## config.mk

```make
export PLATFORM = sky130hd
export DESIGN_NAME = cursor_ctrl
export DESIGN_NICKNAME = d
export VERILOG_FILES = /design/src/rtl/cursor_ctrl.sv
export SDC_FILE = /design/constraint.sdc
export NUM_CORES = 1
export LEC_CHECK = 0
export ABC_AREA = 1
export CORE_UTILIZATION = 53
export CTS_CLUSTER_DIAMETER = 200
export DETAILED_ROUTE_END_ITERATION = 7
export PLACE_DENSITY = 0.76
export SETUP_SLACK_MARGIN = 0.4
export SLEW_MARGIN = 15
export SYNTH_ARGS = -nofsm -noshare
export SYNTH_HDL_FRONTEND = slang
export SYNTH_SLANG_ARGS = --single-unit
```

## constraint.sdc

```tcl
create_clock -name clk -period 1.59 [get_ports clk]
set_input_delay 0.159 -clock clk [delete_from_list [all_inputs] [get_ports clk]]
set_output_delay 0.159 -clock clk [all_outputs]
set_load 0.05 [all_outputs]
```

## src/rtl/cursor_ctrl.sv

```systemverilog
// Battleship targeting cursor: synchronizes the debounced buttons, steps the
// cursor with press + auto-repeat, and hands fire requests to game logic.
module cursor_ctrl #(
    parameter int GRID_W       = 10,
    parameter int GRID_H       = 10,
    parameter int XW           = 4,
    parameter int YW           = 4,
    parameter int REPEAT_DELAY = 50000000,
    parameter int REPEAT_RATE  = 10000000,
    parameter bit WRAP         = 1'b0
) (
    input  logic          clk,
    input  logic          rst_n,
    input  logic          left,
    input  logic          right,
    input  logic          up,
    input  logic          down,
    input  logic          center,
    input  logic          enable,
    output logic [XW-1:0] cur_x,
    output logic [YW-1:0] cur_y,
    output logic          fire_valid,
    input  logic          fire_ready,
    output logic [XW-1:0] fire_x,
    output logic [YW-1:0] fire_y,
    output logic          fire_dropped
);

    localparam int CMAX = (REPEAT_DELAY > REPEAT_RATE) ? REPEAT_DELAY : REPEAT_RATE;
    localparam int CW   = (CMAX > 2) ? $clog2(CMAX) : 1;

    localparam logic [XW-1:0] X_MAX    = XW'(GRID_W - 1);
    localparam logic [YW-1:0] Y_MAX    = YW'(GRID_H - 1);
    localparam logic [CW-1:0] LD_DELAY = CW'(REPEAT_DELAY - 1);
    localparam logic [CW-1:0] LD_RATE  = CW'(REPEAT_RATE - 1);

    // Button bit order: 0 left, 1 right, 2 up, 3 down, 4 center
    localparam int B_L = 0, B_R = 1, B_U = 2, B_D = 3, B_C = 4;

    typedef enum logic [1:0] {IDLE, DELAY, REPEAT} state_t;

    logic [4:0]    btn;
    logic [4:0]    s1_q, s2_q, prev_q;
    logic [4:0]    press;
    state_t        state_q, state_d;
    logic [CW-1:0] cnt_q, cnt_d;
    logic [XW-1:0] cur_x_q, cur_x_d, fire_x_q, fire_x_d;
    logic [YW-1:0] cur_y_q, cur_y_d, fire_y_q, fire_y_d;
    logic          fire_valid_q, fire_valid_d;
    logic          fire_dropped_q, fire_dropped_d;
    logic          dir_held, dir_press, step;

    assign btn       = {center, down, up, right, left};
    assign press     = s2_q & ~prev_q;
    assign dir_held  = |s2_q[B_D:B_L];
    assign dir_press = |press[B_D:B_L];

    always_comb begin
        state_d = state_q;
        cnt_d   = cnt_q;
        step    = 1'b0;
        if (!enable) begin
            state_d = IDLE;
            cnt_d   = '0;
        end else begin
            case (state_q)
                IDLE: begin
                    if (dir_press) begin
                        step    = 1'b1;
                        cnt_d   = LD_DELAY;
                        state_d = DELAY;
                    end
                end
                DELAY, REPEAT: begin
                    // A fresh press restarts the delay and wins over expiry
                    if (!dir_held) begin
                        state_d = IDLE;
                        cnt_d   = '0;
                    end else if (dir_press) begin
                        step    = 1'b1;
                        cnt_d   = LD_DELAY;
                        state_d = DELAY;
                    end else if (cnt_q == '0) begin
                        step    = 1'b1;
                        cnt_d   = LD_RATE;
                        state_d = REPEAT;
                    end else begin
                        cnt_d = cnt_q - 1'b1;
                    end
                end
                default: begin
                    state_d = IDLE;
                    cnt_d   = '0;
                end
            endcase
        end
    end

    // Opposite buttons on one axis cancel; each axis moves independently
    always_comb begin
        cur_x_d = cur_x_q;
        cur_y_d = cur_y_q;
        if (step) begin
            if (s2_q[B_R] && !s2_q[B_L])
                cur_x_d = (cur_x_q == X_MAX) ? (WRAP ? '0 : X_MAX) : cur_x_q + 1'b1;
            else if (s2_q[B_L] && !s2_q[B_R])
                cur_x_d = (cur_x_q == '0) ? (WRAP ? X_MAX : '0) : cur_x_q - 1'b1;
            if (s2_q[B_D] && !s2_q[B_U])
                cur_y_d = (cur_y_q == Y_MAX) ? (WRAP ? '0 : Y_MAX) : cur_y_q + 1'b1;
            else if (s2_q[B_U] && !s2_q[B_D])
                cur_y_d = (cur_y_q == '0) ? (WRAP ? Y_MAX : '0) : cur_y_q - 1'b1;
        end
    end

    // Fire coordinates come from the pre-step cursor registers
    always_comb begin
        fire_valid_d   = fire_valid_q;
        fire_x_d       = fire_x_q;
        fire_y_d       = fire_y_q;
        fire_dropped_d = 1'b0;
        if (fire_valid_q && fire_ready)
            fire_valid_d = 1'b0;
        if (press[B_C] && enable) begin
            if (fire_valid_q) begin
                fire_dropped_d = 1'b1;
            end else begin
                fire_valid_d = 1'b1;
                fire_x_d     = cur_x_q;
                fire_y_d     = cur_y_q;
            end
        end
    end

    always_ff @(posedge clk or negedge rst_n) begin
        if (!rst_n) begin
            s1_q           <= '0;
            s2_q           <= '0;
            prev_q         <= '0;
            state_q        <= IDLE;
            cnt_q          <= '0;
            cur_x_q        <= '0;
            cur_y_q        <= '0;
            fire_valid_q   <= 1'b0;
            fire_x_q       <= '0;
            fire_y_q       <= '0;
            fire_dropped_q <= 1'b0;
        end else begin
            s1_q           <= btn;
            s2_q           <= s1_q;
            prev_q         <= s2_q;
            state_q        <= state_d;
            cnt_q          <= cnt_d;
            cur_x_q        <= cur_x_d;
            cur_y_q        <= cur_y_d;
            fire_valid_q   <= fire_valid_d;
            fire_x_q       <= fire_x_d;
            fire_y_q       <= fire_y_d;
            fire_dropped_q <= fire_dropped_d;
        end
    end

    assign cur_x        = cur_x_q;
    assign cur_y        = cur_y_q;
    assign fire_valid   = fire_valid_q;
    assign fire_x       = fire_x_q;
    assign fire_y       = fire_y_q;
    assign fire_dropped = fire_dropped_q;

endmodule

```

==> flow_summary_export.csv <==
group,metric,value,unit
status,result_of_the_run,"finished with violations",
status,violations,"setup timing",
worst_setup_path,worst_path_largest_cell_delay,0.39,ns
clock_tree,insertion_delay,0.35,ns
clock_tree,clkSinkCount,61,
floorplan,die-area,0.00729,mm^2
worst_setup_path,crit_path_max_fanout,6,
synth,synthArstFlopShare,1.00,
place,hpwlAfterDp,7.28,mm
grt,antenna_found_initial,0,
synth,yosysWarnings,0,
synth,ys_top_cells_by_count,"sky130_fd_sc_hd__nand2_1, sky130_fd_sc_hd__inv_1, sky130_fd_sc_hd__dfrtp_1, sky130_fd_sc_hd__nor2_1, sky130_fd_sc_hd__o21ai_0",
worst_setup_path,critPathCaptureType,"flop",
worst_setup_path,cp_data_arrival_time,1.89,ns
clock_tree,tritoncts,"yes",
synth,post-synth-top-area-cell,"sky130_fd_sc_hd__dfrtp_1",
synth,synthCells,504,
synth,synth_largest_type_area_fraction,0.414,
clock_tree,cts-root-to-sink-buffers,2,
synth,mappedNetlistArea,0.00369,mm^2
routing,wl_per_cell,16.0,um
worst_setup_path,regToRegEndpoint,"cur_y[0]$_DFFE_PN0P_",
clock_tree,htree_num_levels,3,
synth,synth_most_common_cell,"sky130_fd_sc_hd__nand2_1",
worst_setup_path,critPathMostFrequentCell,"sky130_fd_sc_hd__nand2_4",
clock_tree,cts_made_buffers,9,
cells_and_area,layout.core_utilization,0.772,
sta,timing.final.crit_period,1.60,ns
sta,final.setup_skew,0.00742,ns
worst_setup_path,timing.critical_path.max_delay_family,"simple AND/OR/NAND/NOR gates",
sta,layout_worst_path_cycle_share,1.00,
worst_setup_path,cp_launch_type,"flop",
worst_setup_path,criticalPathCategory,"flop to flop",
cells_and_area,combined_area_of_the_multi_input_logic_cells,0.00220,mm^2
worst_setup_path,rrSetupSlack,-0.006,ns
grt,gr-total-overflow,0,
clock_tree,cts_root_buf,"sky130_fd_sc_hd__clkbuf_8",
min_path,hold_path.class,"input pin to flop",
cells_and_area,antennaDiodeCount,0,
pwr,peak_supply_drop,0.00103,V
place,numPortBuffers,26,
worst_setup_path,worstRegToRegCells,11,
floorplan,floorplan.die.width,85.4,um
sta,timing.final.setup_violations,3,
synth,synth-seq-cells,61,
routing,detailedRoute.firstPassIterationCount,5,
min_path,worstHoldPathCells,1,
cells_and_area,drive_above_1_share,0.370,
pwr,leakage,2.67,nW
routing,via_count,3871,
worst_setup_path,critical_path.n_buffers_inverters,3,
cells_and_area,seq_area,0.00154,mm^2
worst_setup_path,worst-endpoint-required,1.88,ns
routing,detail_routed_via_count_per_cell,5.55,
sta,totalNegativeSetupSlack,-0.0106,ns
floorplan,std_cell_rows,30,
pwr,cell_area_power_density,1550,mW/mm^2
synth,synth.distinct_cells,33,
floorplan,initial_cell_density_of_the_core,0.546,
routing,drt-initial-drc-count,518,
min_path,min-delay-start,"left",
synth,synthFlopType,"sky130_fd_sc_hd__dfrtp_1",
min_path,hold_end,"s1_q[0]$_DFF_PN0_",
synth,syn_avg_cell_area,7.32,um^2
grt,first_global_vias,3538,
grt,grt_max_degree,25,
routing,route.final.wire_length,11.2,mm
sta,tightestPinTransition,0.374,ns
sta,maximum_frequency_from_static_timing_analysis,0.626,GHz
cells_and_area,nets,628,
sta,slew_violations,0,
floorplan,coreArea,0.00676,mm^2
cells_and_area,fillCellCount,433,
flow_run,maxCapViolCount,0,
routing,final_antenna_net_count,0,
worst_setup_path,r2r-start,"cnt_q[1]$_DFFE_PN0P_",
floorplan,die_height,85.4,um
place,routabilityCongestion,0.925,
synth,sequential_share_of_the_synthesized_area,0.414,
routing,drcViolationCount,0,
floorplan,pin_count,27,
synth,postSynthNetCount,520,
sta,timing_hold_violations_final,0,
sta,unrepaired_setup_endpoints_after_global_routing,"yes",
sta,final.setup.worst_slack,-0.00643,ns
clock_tree,clkTransAtPathRegs,0.07,ns
worst_setup_path,timing.critical_path.slowest_stage_cell,"sky130_fd_sc_hd__dfrtp_1",
sta,timing.max_slew.rel_slack,0.751,
cells_and_area,syn2layout_area_growth,41.5,%
grt,grtUsageTotal,0.302,
synth,number_of_synthesized_flops_with_an_enable_pin,0,
grt,wire_length_of_the_first_global_routing_pass,16.7,mm
synth,ys_top_cells_by_area,"sky130_fd_sc_hd__dfrtp_1, sky130_fd_sc_hd__nand2_1, sky130_fd_sc_hd__inv_1",
worst_setup_path,crit_path_cell_trace,"inv_2 -> ha_4 -> nand2_4 -> nor2_8 -> nand2_4 -> inv_2 -> nand2_4 -> nand2_8 -> buf_4 -> nand4_1 -> nand2_1",
-- kinds of logic (layout without fill, tap and decap cells) --
| group | Yosys count | count (layout) | share of synthesized area |
|---|---|---|---|
| AND/OR/NAND/NOR | 300 | 302 | 0.386 |
| buffers and inverters | 78 | 189 | 0.0862 |
| flip-flops | 61 | 61 | 0.414 |
| AO/OA/AOI/OAI | 53 | 53 | 0.0780 |
| adder cells (fa/ha/maj) | 7 | 7 | 0.0238 |
| XOR/XNOR | 5 | 5 | 0.0119 |
-- worst max path at each step --
stage,start,to,slack (ns),cells after the start
after global placement,enable,cnt_q[6]$_DFFE_PN0P_,-0.02,9
final,cnt_q[1]$_DFFE_PN0P_,cur_y[0]$_DFFE_PN0P_,-0.006,11
after global routing,cnt_q[16]$_DFFE_PN0P_,cur_x[2]$_DFFE_PN0P_,-0.1,10
after CTS,cnt_q[1]$_DFFE_PN0P_,cnt_q[16]$_DFFE_PN0P_,0.03,10
after detailed placement,s2_q[3]$_DFF_PN0_,cnt_q[21]$_DFFE_PN0P_,-0.06,9
after floorplan,cnt_q[1]$_DFFE_PN0P_,cnt_q[16]$_DFFE_PN0P_,0.21,9
-- repair_timing --
action                                  4_1_cts  5_1_grt
endpoints found under the setup margin       38       43
hold buffers                                  1        0
resized for setup                            45       56
pin swaps                                    17       24
buffers inserted                             10        9
hold endpoints to repair                     10        0
cloned                                        2        1
-- per-layer routing --
metal	routed length, um	global-route usage	vias up
li1	-	-	1806
met1	4560	0.397	1837
met2	5440	0.484	183
met3	788	0.0593	45
met4	381	0.136	0
met5	0	0	-
-- flip-flops by register name, summed over array words and instances (netlist names) --
register,flops
cnt_q,26
cur_x,4
cur_y,4
fire_dropped,1
fire_valid,1
fire_x,4
fire_y,4
prev_q,5
s1_q,5
s2_q,5
state_q,2
-- power by group --
| group | switching [mW] | internal, mW | total, mW |
|---|---|---|---|
| registers | 0.348 | 1.90 | 2.24 |
| logic | 2.57 | 1.55 | 4.13 |
| clock network | 0.673 | 1.04 | 1.71 |
-- layout by cell type (no fill, tap or decap), types with 16 or more instances in the layout --
| master | synthesis | final |
|---|---|---|
| sky130_fd_sc_hd__buf_4 | 1 | 80 |
| sky130_fd_sc_hd__nand2_1 | 161 | 145 |
| sky130_fd_sc_hd__nor2_1 | 55 | 34 |
| sky130_fd_sc_hd__nand2_2 | 9 | 16 |
| sky130_fd_sc_hd__nor2_2 | 8 | 21 |
| sky130_fd_sc_hd__inv_1 | 64 | 54 |
| sky130_fd_sc_hd__nand4_1 | 19 | 19 |
| sky130_fd_sc_hd__dfrtp_1 | 61 | 52 |
| sky130_fd_sc_hd__o21ai_0 | 32 | 23 |
| sky130_fd_sc_hd__nand3_1 | 27 | 24 |
-- through the flow --
stage	total power, mW	std cells	setup WS, ns	hold slack (ns)	instance area, um^2
final	8.09	697	-0.00643	0.242	5220
after global routing	8.51	697	-0.0975	0.243	5220
after CTS	7.61	687	0.0349	0.237	4950
after detailed placement	5.65	658	-0.0605	0.0867	4470
after global placement	5.55	658	-0.0171	0.0864	4470
after floorplan	4.42	504	0.214	-0.137	3760
-- area by class of cell --
type / count / share of cell area
Sequential cell: 61 / 0.295
Inverter: 72 / 0.0537
Multi-Input combinational cell: 367 / 0.422
Clock buffer: 10 / 0.0245
Timing Repair inverter: 1 / 0.00120
Timing Repair Buffer: 100 / 0.163
Tap cell: 80 / 0.0192
Clock inverter: 6 / 0.0213
Power figures use the tool's default switching activity.
